`config.mk`:
```
export PLATFORM = sky130hd
export DESIGN_NAME = serial_add_sub
export DESIGN_NICKNAME = d
export VERILOG_FILES = /design/src/rtl/serial_add_sub_pkg.sv /design/src/rtl/serial_add_sub_fa_cell.sv /design/src/rtl/serial_add_sub.sv
export SDC_FILE = /design/constraint.sdc
export NUM_CORES = 1
export LEC_CHECK = 0
export ABC_AREA = 1
export CORE_ASPECT_RATIO = 2
export CORE_UTILIZATION = 40
export CTS_CLUSTER_DIAMETER = 40
export DETAILED_ROUTE_END_ITERATION = 7
export GPL_ROUTABILITY_DRIVEN = 0
export HOLD_SLACK_MARGIN = 0.02
export PLACE_DENSITY_LB_ADDON = 0.2
export SYNTH_ARGS = -nofsm -noshare
export SYNTH_HDL_FRONTEND = slang
export SYNTH_HIERARCHICAL = 1
export SYNTH_SLANG_ARGS = --single-unit
```
`constraint.sdc`:
```
create_clock -name clk -period 1.22 [get_ports clk]
set_clock_uncertainty 0.1 [all_clocks]
set_input_delay 0.183 -clock clk [delete_from_list [all_inputs] [get_ports clk]]
set_output_delay 0.183 -clock clk [all_outputs]
set_load 0.02 [all_outputs]
```
`src/rtl/serial_add_sub_pkg.sv`:
```
// Shared types and constants for the bit-serial adder/subtractor and its bench.
// Holds the FSM state encoding, the default operand width and a signed-overflow helper.
package serial_add_sub_pkg;

  localparam int DEFAULT_WIDTH = 8;

  typedef enum logic [1:0] {
    IDLE = 2'd0,
    RUN  = 2'd1,
    DONE = 2'd2
  } state_e;

  // Overflow from operand/result sign bits; b_msb is the raw operand, inverted here for subtract.
  function automatic logic signed_ovf(input logic a_msb, input logic b_msb,
                                      input logic sub, input logic sum_msb);
    logic b_eff;
    b_eff = b_msb ^ sub;
    return (a_msb == b_eff) && (sum_msb != a_msb);
  endfunction

endpackage

```
`src/rtl/serial_add_sub_fa_cell.sv`:
```
// Single-bit full-adder cell, purely combinational.
// Kept standalone so the parallel adder variants can reuse it.
module fa_cell (
  input  logic a,
  input  logic b,
  input  logic cin,
  output logic s,
  output logic cout
);

  assign s    = a ^ b ^ cin;
  assign cout = (a & b) | (cin & (a ^ b));

endmodule

```
`src/rtl/serial_add_sub.sv`:
```
// Bit-serial two's-complement adder/subtractor: one full-adder cell, LSB first,
// WIDTH cycles per operation, registered sum/cout/ovf with a single-cycle done pulse.
module serial_add_sub
  import serial_add_sub_pkg::*;
#(
  parameter int WIDTH = DEFAULT_WIDTH
) (
  input  logic             clk,
  input  logic             rst_n,
  input  logic             start,
  input  logic             sub,
  input  logic [WIDTH-1:0] a,
  input  logic [WIDTH-1:0] b,
  output logic             busy,
  output logic             done,
  output logic [WIDTH-1:0] sum,
  output logic             cout,
  output logic             ovf
);

  localparam int CNT_W = $clog2(WIDTH);
  localparam logic [CNT_W-1:0] LAST_BIT = CNT_W'(WIDTH - 1);

  state_e           state_q, state_d;
  logic [WIDTH-1:0] a_sr_q, a_sr_d;
  logic [WIDTH-1:0] b_sr_q, b_sr_d;
  logic [WIDTH-1:0] res_sr_q, res_sr_d;
  logic [WIDTH-1:0] sum_q, sum_d;
  logic [CNT_W-1:0] cnt_q, cnt_d;
  logic             carry_q, carry_d;
  logic             busy_q, busy_d;
  logic             done_q, done_d;
  logic             cout_q, cout_d;
  logic             ovf_q, ovf_d;

  logic bit_s;
  logic bit_c;

  fa_cell u_fa (
    .a    (a_sr_q[0]),
    .b    (b_sr_q[0]),
    .cin  (carry_q),
    .s    (bit_s),
    .cout (bit_c)
  );

  always_comb begin
    state_d  = state_q;
    a_sr_d   = a_sr_q;
    b_sr_d   = b_sr_q;
    res_sr_d = res_sr_q;
    sum_d    = sum_q;
    cnt_d    = cnt_q;
    carry_d  = carry_q;
    busy_d   = busy_q;
    done_d   = 1'b0;
    cout_d   = cout_q;
    ovf_d    = ovf_q;

    unique case (state_q)
      IDLE, DONE: begin
        // Subtraction is a + ~b + 1: the +1 enters through the initial carry.
        if (start) begin
          a_sr_d   = a;
          b_sr_d   = sub ? ~b : b;
          res_sr_d = '0;
          carry_d  = sub;
          cnt_d    = '0;
          state_d  = RUN;
          busy_d   = 1'b1;
        end else begin
          state_d  = IDLE;
          busy_d   = 1'b0;
        end
      end
      RUN: begin
        a_sr_d   = a_sr_q >> 1;
        b_sr_d   = b_sr_q >> 1;
        res_sr_d = {bit_s, res_sr_q[WIDTH-1:1]};
        carry_d  = bit_c;
        cnt_d    = cnt_q + CNT_W'(1);
        // On the MSB, carry_q is the carry into the MSB, so ovf is formed directly here.
        if (cnt_q == LAST_BIT) begin
          sum_d   = {bit_s, res_sr_q[WIDTH-1:1]};
          cout_d  = bit_c;
          ovf_d   = carry_q ^ bit_c;
          cnt_d   = '0;
          state_d = DONE;
          busy_d  = 1'b0;
          done_d  = 1'b1;
        end
      end
      default: begin
        state_d = IDLE;
        busy_d  = 1'b0;
      end
    endcase
  end

  always_ff @(posedge clk) begin
    if (!rst_n) begin
      state_q  <= IDLE;
      a_sr_q   <= '0;
      b_sr_q   <= '0;
      res_sr_q <= '0;
      sum_q    <= '0;
      cnt_q    <= '0;
      carry_q  <= 1'b0;
      busy_q   <= 1'b0;
      done_q   <= 1'b0;
      cout_q   <= 1'b0;
      ovf_q    <= 1'b0;
    end else begin
      state_q  <= state_d;
      a_sr_q   <= a_sr_d;
      b_sr_q   <= b_sr_d;
      res_sr_q <= res_sr_d;
      sum_q    <= sum_d;
      cnt_q    <= cnt_d;
      carry_q  <= carry_d;
      busy_q   <= busy_d;
      done_q   <= done_d;
      cout_q   <= cout_d;
      ovf_q    <= ovf_d;
    end
  end

  assign busy = busy_q;
  assign done = done_q;
  assign sum  = sum_q;
  assign cout = cout_q;
  assign ovf  = ovf_q;

endmodule

```
Yosys cells after proc, flatten, opt, wreduce, memory -nomap -nowiden
Index checks and enable logic that the tools add are counted.
{"block": "word_totals", "wordCells": 49, "input_bits": 20, "output_inout_bits": 12, "register_bits": 42}
{"block": "classes", "bitwise": 7, "add_sub_neg": 1, "eq_ne": 5, "muxes": 19, "n_reduce_logical": 6}
{"op": "case mux 8 bit (2 select lines)", "n": 3}
{"op": "2-to-1 mux 8 bit", "n": 4}
{"op": "NOT 8 bit", "n": 1}
{"op": "2-to-1 mux 3 bit", "n": 2}
{"op": "case mux 3 bit (2 select lines)", "n": 1}
{"op": "AND reduction 2 bit", "n": 3}
{"op": "2-to-1 mux 1 bit", "n": 5}
{"op": "!= test 2 bit, second input constant", "n": 2}
{"op": "case mux 1 bit (2 select lines)", "n": 2}
{"op": "case mux 2 bit (2 select lines)", "n": 1}
{"op": "adder 3 x 1 -> 3 bit, second input constant", "n": 1}
{"op": "equality test 3 bit, second input constant", "n": 1}
{"op": "bitwise XOR 1 bit", "n": 3}
{"op": "AND 1 bit", "n": 2}
{"op": "equality test 2 x 1 -> 1 bit, second input constant", "n": 1}
{"op": "equality test 2 bit, second input constant", "n": 1}
{"op": "zero test 2 bit", "n": 1}
{"op": "2-to-1 mux 2 bit", "n": 1}
{"op": "nonzero test 2 bit", "n": 1}
{"op": "OR reduction 2 bit", "n": 1}
{"op": "bitwise OR 1 bit", "n": 1}

Depth between registers and ports, before layout
{"block": "depth", "ltp_word": 4, "mapped_depth": 8, "mapped_depth_nobuf": 8}

Modules after synthesis
The synthesis kept the hierarchy.
{"mod": "serial_add_sub", "cells_each": 259, "area_per_inst_um2": 1924.3, "instances": 1, "seq_area_each_um2": 820.8}
{"mod": "fa_cell", "cells_each": 1, "area_per_inst_um2": 20.0, "instances": 1, "seq_area_each_um2": 0.0}

Worst setup path before layout
OpenSTA, ideal clock, no wires.
{"block": "synth_path", "kind": "register to register", "start": "register cnt_q[0]", "end": "register cout_q (netlist: cout)", "arrival_time_ns": 1.095, "path_buffers": 0, "setup_ns": 0.113, "t_required_ns": 1.007, "synth_period_minus_slack_ns": 1.308, "path_stages_with_launch": 9, "setup_slack_ns": -0.088, "cell_sequence": "dfxtp_1 ha_1 ha_1 inv_1 nor2_4 nand2_1 clkinv_2 nand2_1 nand2_1"}
{"block": "synth_between", "elab_chain_len": 2}
{"item": "from (decl)", "line": "serial_add_sub.sv:29", "source": "logic [CNT_W-1:0] cnt_q, cnt_d;"}
{"item": "from (signal assigned)", "line": "serial_add_sub.sv:119", "source": "cnt_q <= cnt_d;"}
{"item": "equality test 3 bit", "line": "serial_add_sub.sv:83", "source": "if (cnt_q == LAST_BIT) begin"}
{"item": "AND reduction 2 bit (no source line)"}
{"item": "to (signal assigned)", "line": "serial_add_sub.sv:123", "source": "cout_q <= cout_d;"}
{"item": "to (decl)", "line": "serial_add_sub.sv:33", "source": "logic cout_q, cout_d;"}
No other way between the ends.
A chain may end at the register's enable or synchronous reset.

Final worst setup path
{"block": "layout_path", "start": "register cnt_q[1]", "end": "register sum_q[2] (netlist: sum[2])"}
{"block": "layout_between", "elab_chain_len": 2}
{"item": "equality test 3 bit", "line": "serial_add_sub.sv:83"}
{"item": "AND reduction 2 bit (no source line)"}
{"item": "to (signal assigned)", "line": "serial_add_sub.sv:118", "source": "sum_q <= sum_d;"}
{"item": "to (decl)", "line": "serial_add_sub.sv:28", "source": "logic [WIDTH-1:0] sum_q, sum_d;"}
No other way between the ends.

==> metrics.yaml <==
multi_input_area_um2: 1080
synthDistinctLibCells: 24
cp.arrival_ps: 1440
die_h_um: 101
via_per_inst: 4.72
post-place-ws_ps: -257
finalWirelength_um: 4340
yosysTopAreaCell: "dfxtp_1"
netlist_area_um2: 1940
antenna_found_initial: 0
min_period_ps: 1300
grt_pass1_vias: 1651
synth_top_area_share_pct: 42.2
hp-start: "start"
p_comb_share_pct: 19.4
final_common_cell: "nand2_1"
start_util_pct: 41.9
setup_tns_ps: -938
synth_edf_count: 0
slew_headroom_pct: 82.3
worst_pin_slew_ps: 265
final_core_util_pct: 62.0
hold_depth: 4
setup.worst_path.class: "register to register"
finalNonFillerCells: 377
grt_max_degree: 21
worstSkewPairLatency_ps: 290
cts-buffers-inserted: 5
path_max_fanout: 5
yosysWarnings: 6
power_frac_clock_pct: 35.4
cts.htree.levels: 2
drv_slew: 0
synth_area_per_cell_um2: 7.48
syn_to_final_growth_pct: 48.1
numPortBuffers: 31
antenna_left: 0
vias: 1780
wire_per_inst_um: 11.5
die_w_um: 51.3
synth_ff_type: "dfxtp_1"
period_share_pct: 106
dieArea_um2: 5160
swShare_pct: 25.2
p_per_area_nw_per_um2: 1110
synth_fp_nets: 283
ys_top_cells_by_area: "dfxtp_1 (42%), nand2_1 (18%), a21oi_2 (8.6%)"
synthCells: 260
critPathLaunch: "cnt_q[1]$_SDFFE_PN0P_"
diodes: 0
cts-root-buf: "clkbuf_8"
synthArstFlopShare_pct: 0
final_area_um2: 2880
core_area_um2: 4640
ys_seq_area_share_pct: 42.2
grt_setup_unrepaired: "true"
endpoint_kind: "register"
dr.pass1.iters: 4
drt-initial-drc-count: 23
holdWs_ps: 292
setup_viol: 21
irDropWorstVdd_mv: 0.911
grt_use_total_pct: 18.6
place_inst: 362
fmaxAchievable_mhz: 770
switchingPower_uw: 805
drc: 0
reg2reg_depth: 8
worstReg2RegStart: "cnt_q[1]$_SDFFE_PN0P_"
nNetsFinal: 344
regArea_um2: 830
cap_viol_max_count: 0
cts_sinks: 41
gr-total-overflow: 0
power_mw: 3.19
num_io_pins: 32
path_clk_slew_ps: 80
leakage_nw: 1.39
drive_above_1_share_pct: 45.7
ys_ff_latch: 41
hp-class: "input pin to register"
internal_power_mw: 2.38
status: "finished, violations left"
fp-row-count: 35
dp_hpwl_um: 2920
clockBufferDepth: 2
grt_pass1_wl_um: 7210
hold_viol_final: 0
layout_common_cells: "nand2_1 (59), nand2_2 (40), dfxtp_1 (36)"
placed_area_um2: 2510
violations: "negative setup slack"
cts_tree: "done"
worst_ep_required_time_ps: 1360
setup_slack_ps: -78.3
seqPwrFrac_pct: 45.3
fillers: 433
startpoint_type: "register"
worst paths after layout:
kind                                               end  slack, ps
worst max-delay path               sum[2]$_SDFFE_PN0P_        -80
worst min-delay path                 busy$_SDFFE_PN0P_        290
worst min register to register  b_sr_q[7]$_SDFFE_PN0P_        370
worst max register to register     sum[2]$_SDFFE_PN0P_        -80
critical path, stage by stage, from the launching register on:
cell      delay (ps)
dfxtp_2          360
ha_4             150
ha_4             120
inv_2             40
nor2_4           180
nand2_4          110
clkinv_4         100
nand2_2           40
nand2_1           50
power groups by stage:
stage / clock (mW) / sequential [mW] / combinational [mW]
2_1_floorplan: 0 / 1.46 / 0.296
3_3_place_gp: 0 / 1.46 / 0.496
3_5_place_dp: 0 / 1.46 / 0.501
4_1_cts: 1.15 / 1.43 / 0.510
5_1_grt: 1.21 / 1.45 / 0.675
6_report: 1.13 / 1.44 / 0.618
state kept, by name, summed over array words and instances (netlist names):
register,cells
busy,1
res_sr_q,7
cout,1
done,1
sum,8
b_sr_q,8
cnt_q,3
a_sr_q,8
carry_q,1
ovf,1
state_q,2
synthesized netlist by cell type, types with 2 or more instances:
library cell and count:
nand2_1 91, dfxtp_1 41, inv_1 28, nand3_1 26, a21oi_2 19, nand2_2 17
nor2_1 9, buf_2 3, clkbuf_1 3, inv_2 3, nor2_4 3, o21ai_0 3
ha_1 2, nand2_4 2
cells by family (layout without fill, tap and decap cells):
| family | Yosys count | in the layout | synth area share [%] |
|---|---|---|---|
| simple gates | 148 | 148 | 34.4 |
| buf+inv | 43 | 105 | 10.7 |
| flops | 41 | 41 | 42.2 |
| compound gates | 24 | 24 | 9.97 |
| fa+ha+maj | 3 | 3 | 2.32 |
| xor+xnor | 1 | 1 | 0.451 |
metal layers:
layer	up-vias	wire, µm	GRT usage, %
li1	913	-	-
met1	833	1700	19.8
met2	27	2420	34.2
met3	7	104	2.71
met4	0	116	9.36
met5	-	0	0
area by class of cell:
class	count	area share (%)
Multi-Input combinational cell	176	37.5
Sequential cell	41	28.8
Timing Repair Buffer	63	22.1
Inverter	33	4.91
Clock buffer	7	3.00
Tap cell	55	2.39
Clock inverter	1	1.04
Timing Repair inverter	1	0.304
what timing repair did:
item                       in CTS  in global routing
resized for setup              43                 66
setup endpoints to repair      27                 49
buffers inserted                0                  3
pin swaps                       6                 17
hold buffers                    0                  0
cloned                          1                  3
No activity file was read; power rests on OpenSTA's default activity.
